<file path="config.mk">
export PLATFORM = sky130hd
export DESIGN_NAME = multicycle_ctrl
export DESIGN_NICKNAME = d
export VERILOG_FILES = /design/src/rtl/multicycle_ctrl.sv
export SDC_FILE = /design/constraint.sdc
export NUM_CORES = 1
export LEC_CHECK = 0
export CORE_ASPECT_RATIO = 2
export CORE_MARGIN = 2
export CORE_UTILIZATION = 31
export DETAILED_ROUTE_END_ITERATION = 7
export PLACE_DENSITY = 0.58
export SYNTH_ARGS = -nofsm -noshare
export SYNTH_HDL_FRONTEND = slang
export SYNTH_SLANG_ARGS = --single-unit
</file>
<file path="constraint.sdc">
create_clock -name clk -period 4.6 [get_ports clk]
set_clock_uncertainty 0.15 [all_clocks]
set_input_delay 1.38 -clock clk [delete_from_list [all_inputs] [get_ports clk]]
set_output_delay 1.38 -clock clk [all_outputs]
set_load 0.02 [all_outputs]
</file>
<file path="src/rtl/multicycle_ctrl.sv">
// LEGv8 multi-cycle control sequencer: FETCH/DECODE/EXEC/MEM/WB with
// bounded memory waits that trap to a sticky FAULT state.
module multicycle_ctrl #(
   parameter int MAX_WAIT = 8,
   parameter int CNT_W    = 8
) (
   input  logic        clk,
   input  logic        reset,
   input  logic [10:0] instr,
   input  logic        imem_ready,
   input  logic        dmem_ready,
   input  logic        zero,
   output logic        imem_req,
   output logic        ir_write,
   output logic        pc_write,
   output logic        pc_src,
   output logic        reg2loc,
   output logic        AluSrc,
   output logic        memtoReg,
   output logic        regWrite,
   output logic        memRead,
   output logic        memWrite,
   output logic [3:0]  AluControl,
   output logic        fault
);

   typedef enum logic [2:0] {
      S_FETCH,
      S_DECODE,
      S_EXEC,
      S_MEM,
      S_WB,
      S_FAULT
   } state_t;

   typedef enum logic [2:0] {
      C_RTYPE,
      C_LOAD,
      C_STORE,
      C_CBZ,
      C_ILL
   } cls_t;

   localparam logic [CNT_W-1:0] LAST = CNT_W'(MAX_WAIT - 1);

   state_t           state_q, state_d;
   cls_t             cls_q, cls_d;
   logic [3:0]       op_q, op_d;
   logic [CNT_W-1:0] cnt_q, cnt_d;

   cls_t       dec_cls;
   logic [3:0] dec_op;
   logic       wait_exp;

   always_comb begin
      dec_cls = C_ILL;
      dec_op  = 4'b0000;
      casez (instr)
         11'b10001011000: begin dec_cls = C_RTYPE; dec_op = 4'b0010; end
         11'b11001011000: begin dec_cls = C_RTYPE; dec_op = 4'b0110; end
         11'b10001010000: begin dec_cls = C_RTYPE; dec_op = 4'b0000; end
         11'b10101010000: begin dec_cls = C_RTYPE; dec_op = 4'b0001; end
         11'b11111000010: begin dec_cls = C_LOAD;  dec_op = 4'b0010; end
         11'b11111000000: begin dec_cls = C_STORE; dec_op = 4'b0010; end
         11'b10110100???: begin dec_cls = C_CBZ;   dec_op = 4'b0111; end
         default: ;
      endcase
   end

   assign wait_exp = (cnt_q == LAST);

   always_comb begin
      state_d    = state_q;
      cls_d      = cls_q;
      op_d       = op_q;
      cnt_d      = '0;
      imem_req   = 1'b0;
      ir_write   = 1'b0;
      pc_write   = 1'b0;
      pc_src     = 1'b0;
      reg2loc    = 1'b0;
      AluSrc     = 1'b0;
      memtoReg   = 1'b0;
      regWrite   = 1'b0;
      memRead    = 1'b0;
      memWrite   = 1'b0;
      AluControl = 4'b0000;
      fault      = 1'b0;
      // Outputs stay quiet while reset is held, even though state reads FETCH
      if (!reset) begin
         case (state_q)
            S_FETCH: begin
               imem_req = 1'b1;
               if (imem_ready) begin
                  ir_write = 1'b1;
                  state_d  = S_DECODE;
               end else if (wait_exp) begin
                  state_d = S_FAULT;
               end else begin
                  cnt_d = cnt_q + 1'b1;
               end
            end
            S_DECODE: begin
               cls_d   = dec_cls;
               op_d    = dec_op;
               reg2loc = (dec_cls == C_STORE) || (dec_cls == C_CBZ);
               state_d = (dec_cls == C_ILL) ? S_FAULT : S_EXEC;
            end
            S_EXEC: begin
               AluControl = op_q;
               case (cls_q)
                  C_RTYPE: state_d = S_WB;
                  C_LOAD: begin
                     AluSrc  = 1'b1;
                     state_d = S_MEM;
                  end
                  C_STORE: begin
                     AluSrc  = 1'b1;
                     reg2loc = 1'b1;
                     state_d = S_MEM;
                  end
                  C_CBZ: begin
                     reg2loc  = 1'b1;
                     pc_write = 1'b1;
                     pc_src   = zero;
                     state_d  = S_FETCH;
                  end
                  default: state_d = S_FAULT;
               endcase
            end
            S_MEM: begin
               AluSrc     = 1'b1;
               AluControl = op_q;
               reg2loc    = (cls_q == C_STORE);
               memRead    = (cls_q == C_LOAD);
               memWrite   = (cls_q == C_STORE);
               if (dmem_ready) begin
                  if (cls_q == C_STORE) begin
                     pc_write = 1'b1;
                     state_d  = S_FETCH;
                  end else begin
                     state_d = S_WB;
                  end
               end else if (wait_exp) begin
                  state_d = S_FAULT;
               end else begin
                  cnt_d = cnt_q + 1'b1;
               end
            end
            S_WB: begin
               regWrite = 1'b1;
               pc_write = 1'b1;
               state_d  = S_FETCH;
               if (cls_q == C_LOAD) memtoReg = 1'b1;
               else AluControl = op_q;
            end
            S_FAULT: fault = 1'b1;
            default: state_d = S_FAULT;
         endcase
      end
   end

   always_ff @(posedge clk or posedge reset) begin
      if (reset) begin
         state_q <= S_FETCH;
         cls_q   <= C_RTYPE;
         op_q    <= 4'b0000;
         cnt_q   <= '0;
      end else begin
         state_q <= state_d;
         cls_q   <= cls_d;
         op_q    <= op_d;
         cnt_q   <= cnt_d;
      end
   end

endmodule

</file>
== After elaboration in Yosys (flattened, before gate mapping) ==
Index checks and enable logic that the tools add are counted.

* Register bits after elaboration: 18
* Input port bits: 16
* Output and inout port bits: 15
* Logic and storage cells: 83

* $add $sub $neg: 1
* Equal/unequal tests: 19
* Muxes and demuxes: 47
* Bitwise gates (word level): 2
* Reduce and logical (&&, ||, !) cells: 10

{| class="wikitable"
|+ Operator list
! cell !! count
|-
| 11-bit equality test (second input constant) || 6
|-
| 8-bit 2-to-1 mux || 4
|-
| 1-bit 2-to-1 mux || 27
|-
| 3-bit one-hot mux with 4 select lines || 2
|-
| 3-bit by 2-bit equality test with 1-bit output (second input constant) || 6
|-
| 3-bit one-hot mux with 6 select lines || 1
|-
| 8-bit one-hot mux with 2 select lines || 1
|-
| 3-bit 2-to-1 mux || 5
|-
| 3-bit equality test (second input constant) || 3
|-
| 3-bit one-hot mux with 3 select lines || 1
|-
| 8-bit by 1-bit adder with 8-bit output (second input constant) || 1
|-
| 8-bit by 3-bit equality test with 1-bit output (second input constant) || 1
|-
| 8-bit equality test (second input constant) || 1
|-
| 4-bit 2-to-1 mux || 2
|-
| 4-bit one-hot mux with 2 select lines || 1
|-
| 3-bit by 1-bit equality test with 1-bit output (second input constant) || 2
|-
| 3-bit zero test || 2
|-
| 1-bit one-hot mux with 3 select lines || 2
|-
| 2-bit OR reduction || 3
|-
| 2-bit AND reduction || 2
|-
| 4-bit OR reduction || 1
|-
| 3-bit OR reduction || 1
|-
| 1-bit inverter || 2
|-
| 1-bit one-hot mux with 2 select lines || 1
|-
| 1-bit logical OR || 1
|}

== Longest topological paths before layout ==
* Depth in word-level cells: 7
* Depth in mapped cells: 7
* Depth with buffers taken out: 6

== Least setup slack after synthesis ==
No wires, ideal clock.

* Kind: input -> output
* Start: input port instr[0]
* End: output port reg2loc
* Data arrival time: 2.535 ns
* Required time: 3.070 ns
* Setup slack: 0.535 ns
* Cell stages on the path: 5
* Buffers on the path: 0
* Cells stage by stage: nor3b_1 nand2_1 o21ai_0 nand3_1 a21boi_0

* Word-level cells in the longest chain between the ends: 7
* Elaborated cells between the ends (all ways): 13
* Classes of those cells: 8 x eq/ne; 3 x mux; 2 x reduce/logical

{| class="wikitable"
|+ RTL lines
! item !! line !! source
|-
| start: declaration || 9 || <nowiki>input logic [10:0] instr,</nowiki>
|-
| 11-bit equality test || 58 || <nowiki>casez (instr)</nowiki>
|-
| 4-bit OR reduction (no line) || -- ||
|-
| 3-bit one-hot mux with 4 select lines (*) || 58 ||
|-
| 3-bit by 2-bit equality test with 1-bit output || 106 || <nowiki>reg2loc = (dec_cls == C_STORE) || (dec_cls == C_CBZ);</nowiki>
|-
| 1-bit logical OR (*) || 106 ||
|-
| 1-bit one-hot mux with 3 select lines (*) || 91 || <nowiki>case (state_q)</nowiki>
|-
| 1-bit 2-to-1 mux (*) || 90 || <nowiki>if (!reset) begin</nowiki>
|-
| end: declaration || 17 || <nowiki>output logic reg2loc,</nowiki>
|}

Mark *: on every way between the ends. The rest lies on a longest branch, timed or not.

== Worst setup path in the final report ==
* Start: input port reset
* End: output port pc_src

* Word-level cells in the longest chain between the ends: 1

{| class="wikitable"
|+ RTL lines
! item !! line !! source
|-
| start: declaration || 8 || <nowiki>input logic reset,</nowiki>
|-
| 1-bit 2-to-1 mux || 90 ||
|-
| end: declaration || 16 || <nowiki>output logic pc_src,</nowiki>
|}

No other way between the ends.

==> impl_metrics.json <==
{
  "run_status": "completed",
  "grt_max_degree": 20,
  "initial_core_util": 0.323,
  "critPathArrivalTime_ns": 2.95,
  "cellInternalPower_uw": 290,
  "core_area_sq_um": 3840,
  "clock_tree_from_tritoncts": "done",
  "floorplan.io_pins": 31,
  "holdCritPathClass": "flip-flop to flip-flop",
  "area.sequential_sq_um": 425,
  "total_nets_after_synthesis": 170,
  "p_leak_uw": 0.000749,
  "syn_area_sq_um": 1240,
  "post_layout_nonfiller_instances": 243,
  "die-height_microns": 93.5,
  "post_cts_setup_buffers": 0,
  "p_clk_frac": 0.244,
  "worst_setup_path_start_kind": "input port",
  "syn-instance-count": 153,
  "unrepaired_setup_endpoints_after_global_routing": "no",
  "layout-area-overhead-vs-synth_pct": 37.2,
  "period_minus_slack_ns": 4.48,
  "r2r_slack_ns": 2.72,
  "timing.reg2reg.worst_path_depth": 5,
  "timing.final.crit_share": 0.974,
  "numCtsBuffers": 3,
  "route.vias.total": 1300,
  "seq_power_share": 0.427,
  "detail_route.iter0.violations": 29,
  "antenna_cells": 0,
  "grt_antenna_before_repair": 0,
  "gpl.final_weighted_congestion": 0.865,
  "cts.sink_count": 17,
  "syn_area_per_cell_sq_um": 8.12,
  "number_of_detailed_route_iterations_in_the_first_pass": 4,
  "global_route.overflow_total": 0,
  "crit_start": "reset",
  "dp_cells": 239,
  "cts_hold_repair.buffers": 0,
  "hold_ws_ns": 0.327,
  "die_w_microns": 48.8,
  "power.combinational.fraction": 0.329,
  "area_of_the_multi_input_gates_sq_um": 774,
  "max_freq_mhz": 223,
  "yosysSeqAreaShare": 0.342,
  "detailed_place_hpwl_mm": 2.81,
  "htree_levels": 1,
  "port-buffer-count": 29,
  "num_rows": 32,
  "maxCapViolations": 0,
  "use_met2": 0.334,
  "cts-root-buf": "clkbuf_8",
  "postRouteAntennaNets": 0,
  "leading_cell_type_in_the_layout_fill_and_taps_excluded": "clkdlybuf4s50_1",
  "insertion_delay_to_the_later_sink_of_the_worst_skew_pair_ns": 0.25,
  "layout_common_cells": "clkdlybuf4s50_1 (25), nand2_1 (19), nor2_1 (18)",
  "power_per_cell_area_nw_per_um2": 273,
  "grtUsageMet3": 0.0256,
  "synthFlopType": "dfrtp_1",
  "yosys_warnings": 0,
  "drt-wirelength-per-cell_microns": 13.9,
  "grt_usage": 0.157,
  "p_sw_frac": 0.377,
  "finalMaxSlewViolations": 0,
  "fp.dieArea_sq_um": 4560,
  "nNetsFinal": 210,
  "async_reset_ff_frac": 1.00,
  "n_fill_cell": 424,
  "count_of_flip_flops_with_a_built_in_enable_after_synthesis": 0,
  "routed_via_density": 5.35,
  "grt_first_pass_wirelength_mm": 5.60,
  "p_sw_uw": 176,
  "critPathCaptureType": "primary output",
  "timing.final.hold_violations": 0,
  "post_route_cells_drive_above_1_share": 0.141,
  "clkTransAtPathRegs_ns": 0.07,
  "wirelength_mm": 3.38,
  "critPathMaxFanout": 3,
  "synth-seq-cells": 17,
  "ir_worst_vdd_uv": 167,
  "grt_pass1_vias": 1318,
  "setup_viol": 0,
  "critical_path_class": "input port to primary output",
  "clockBufferDepth": 2,
  "post-route-drc-count": 0,
  "met1_usage": 0.130,
  "launch_instance_of_the_worst_register_to_register_path": "cnt_q[0]$_DFF_PP0_",
  "globalRoute.busiestLayer": "met2",
  "worst-endpoint-required_ns": 3.07,
  "unique_cell_type_count_in_the_yosys_netlist": 49,
  "endpoint": "pc_src",
  "timing.rr.end": "state_q[1]$_DFFE_PP0P_",
  "totalPowerFinal_uw": 466
}
[per-layer routing]
metal | part of all wire | wire length (microns)
met1 | 0.31 | 1050
met2 | 0.62 | 2080
met3 | 0.041 | 139
met4 | 0.033 | 111
met5 | 0 | 0
[per-stage QoR]
| step | instance area, sq um | worst slack (ns) | utilization | setup TNS (ns) |
|---|---|---|---|---|
| 6_report | 1700 | 0.119 | 0.443 | 0 |
| 5_1_grt | 1700 | 0.0184 | 0.443 | 0 |
| 4_1_cts | 1700 | 0.0171 | 0.443 | 0 |
| 3_5_place_dp | 1650 | -0.385 | 0.430 | -0.385 |
| 3_3_place_gp | 1650 | -0.290 | 0.430 | -0.290 |
| 2_1_floorplan | 1240 | 0.535 | - | 0 |
[synth_stat cells (2+ instances only)]
cell type	instances	share of area
nand2_1	19	0.057
nor2_1	19	0.057
dfrtp_1	17	0.34
nand3_1	10	0.040
and3_1	8	0.040
a21oi_1	6	0.024
nor2b_1	5	0.025
nor3_1	5	0.020
o21ai_1	5	0.020
xor2_1	5	0.035
and2_1	4	0.020
buf_2	4	0.016
a31oi_1	3	0.015
a21o_1	2	0.012
and4bb_2	2	0.020
inv_1	2	0.0060
nor3b_1	2	0.012
nor4bb_1	2	0.016
o22ai_1	2	0.010
xnor2_1	2	0.014
[sequential cells by signal (all words and copies together), names as in the netlist]
signal and cells:
cls_q 3, op_q 3, state_q 3, cnt_q 8
[power groups by stage]
| stage | Combinational, uW | Clock [uW] | Sequential (uW) |
|---|---|---|---|
| after floorplan | 112 | 0 | 177 |
| after global placement | 153 | 0 | 200 |
| after detailed placement | 154 | 0 | 199 |
| after CTS | 153 | 117 | 197 |
| after global routing | 170 | 125 | 203 |
| final | 153 | 114 | 199 |
[cells by family after synthesis]
family          Yosys count  share of synthesized area
compound gates           31                      0.169
xor+xnor                  7                     0.0493
fa+ha+maj                 1                     0.0101
buf+inv                   9                     0.0403
flops                    17                      0.342
mux                       1                    0.00806
other cells               1                    0.00302
simple gates             86                      0.378
[timing repair]
| action | CTS | global route |
|---|---|---|
| resized for setup | 6 | 5 |
| setup endpoints to repair | 2 | 4 |
| gates cloned | 0 | 0 |
[critical path, cell delays in order]
cell,delay [ns]
clkdlybuf4s50_1,0.44
nor2_2,0.18
and2_1,0.18
and3_1,0.16
clkdlybuf4s50_1,0.60
[layout make-up]
| cell class | instances | share of cell area |
|---|---|---|
| flip-flops and latches | 17 | 0.250 |
| well taps | 51 | 0.0374 |
| repair buffers | 42 | 0.227 |
| inverters | 2 | 0.00441 |
| clock buffers | 3 | 0.0242 |
| clock inverters | 1 | 0.00294 |
| multi-input cells | 127 | 0.454 |
[worst min-delay path by stage]
stage / from / slack (ns) / to / cells after the start
3_3_place_gp: op_q[0]$_DFFE_PP0P_ / 0.32 / op_q[0]$_DFFE_PP0P_ / 2
3_5_place_dp: op_q[1]$_DFFE_PP0P_ / 0.32 / op_q[1]$_DFFE_PP0P_ / 2
5_1_grt: op_q[0]$_DFFE_PP0P_ / 0.37 / op_q[0]$_DFFE_PP0P_ / 2
6_report: op_q[1]$_DFFE_PP0P_ / 0.33 / op_q[1]$_DFFE_PP0P_ / 2
2_1_floorplan: op_q[0]$_DFFE_PP0P_ / 0.30 / op_q[0]$_DFFE_PP0P_ / 2
4_1_cts: op_q[1]$_DFFE_PP0P_ / 0.34 / op_q[1]$_DFFE_PP0P_ / 2
(Power assumes the default switching activity.)
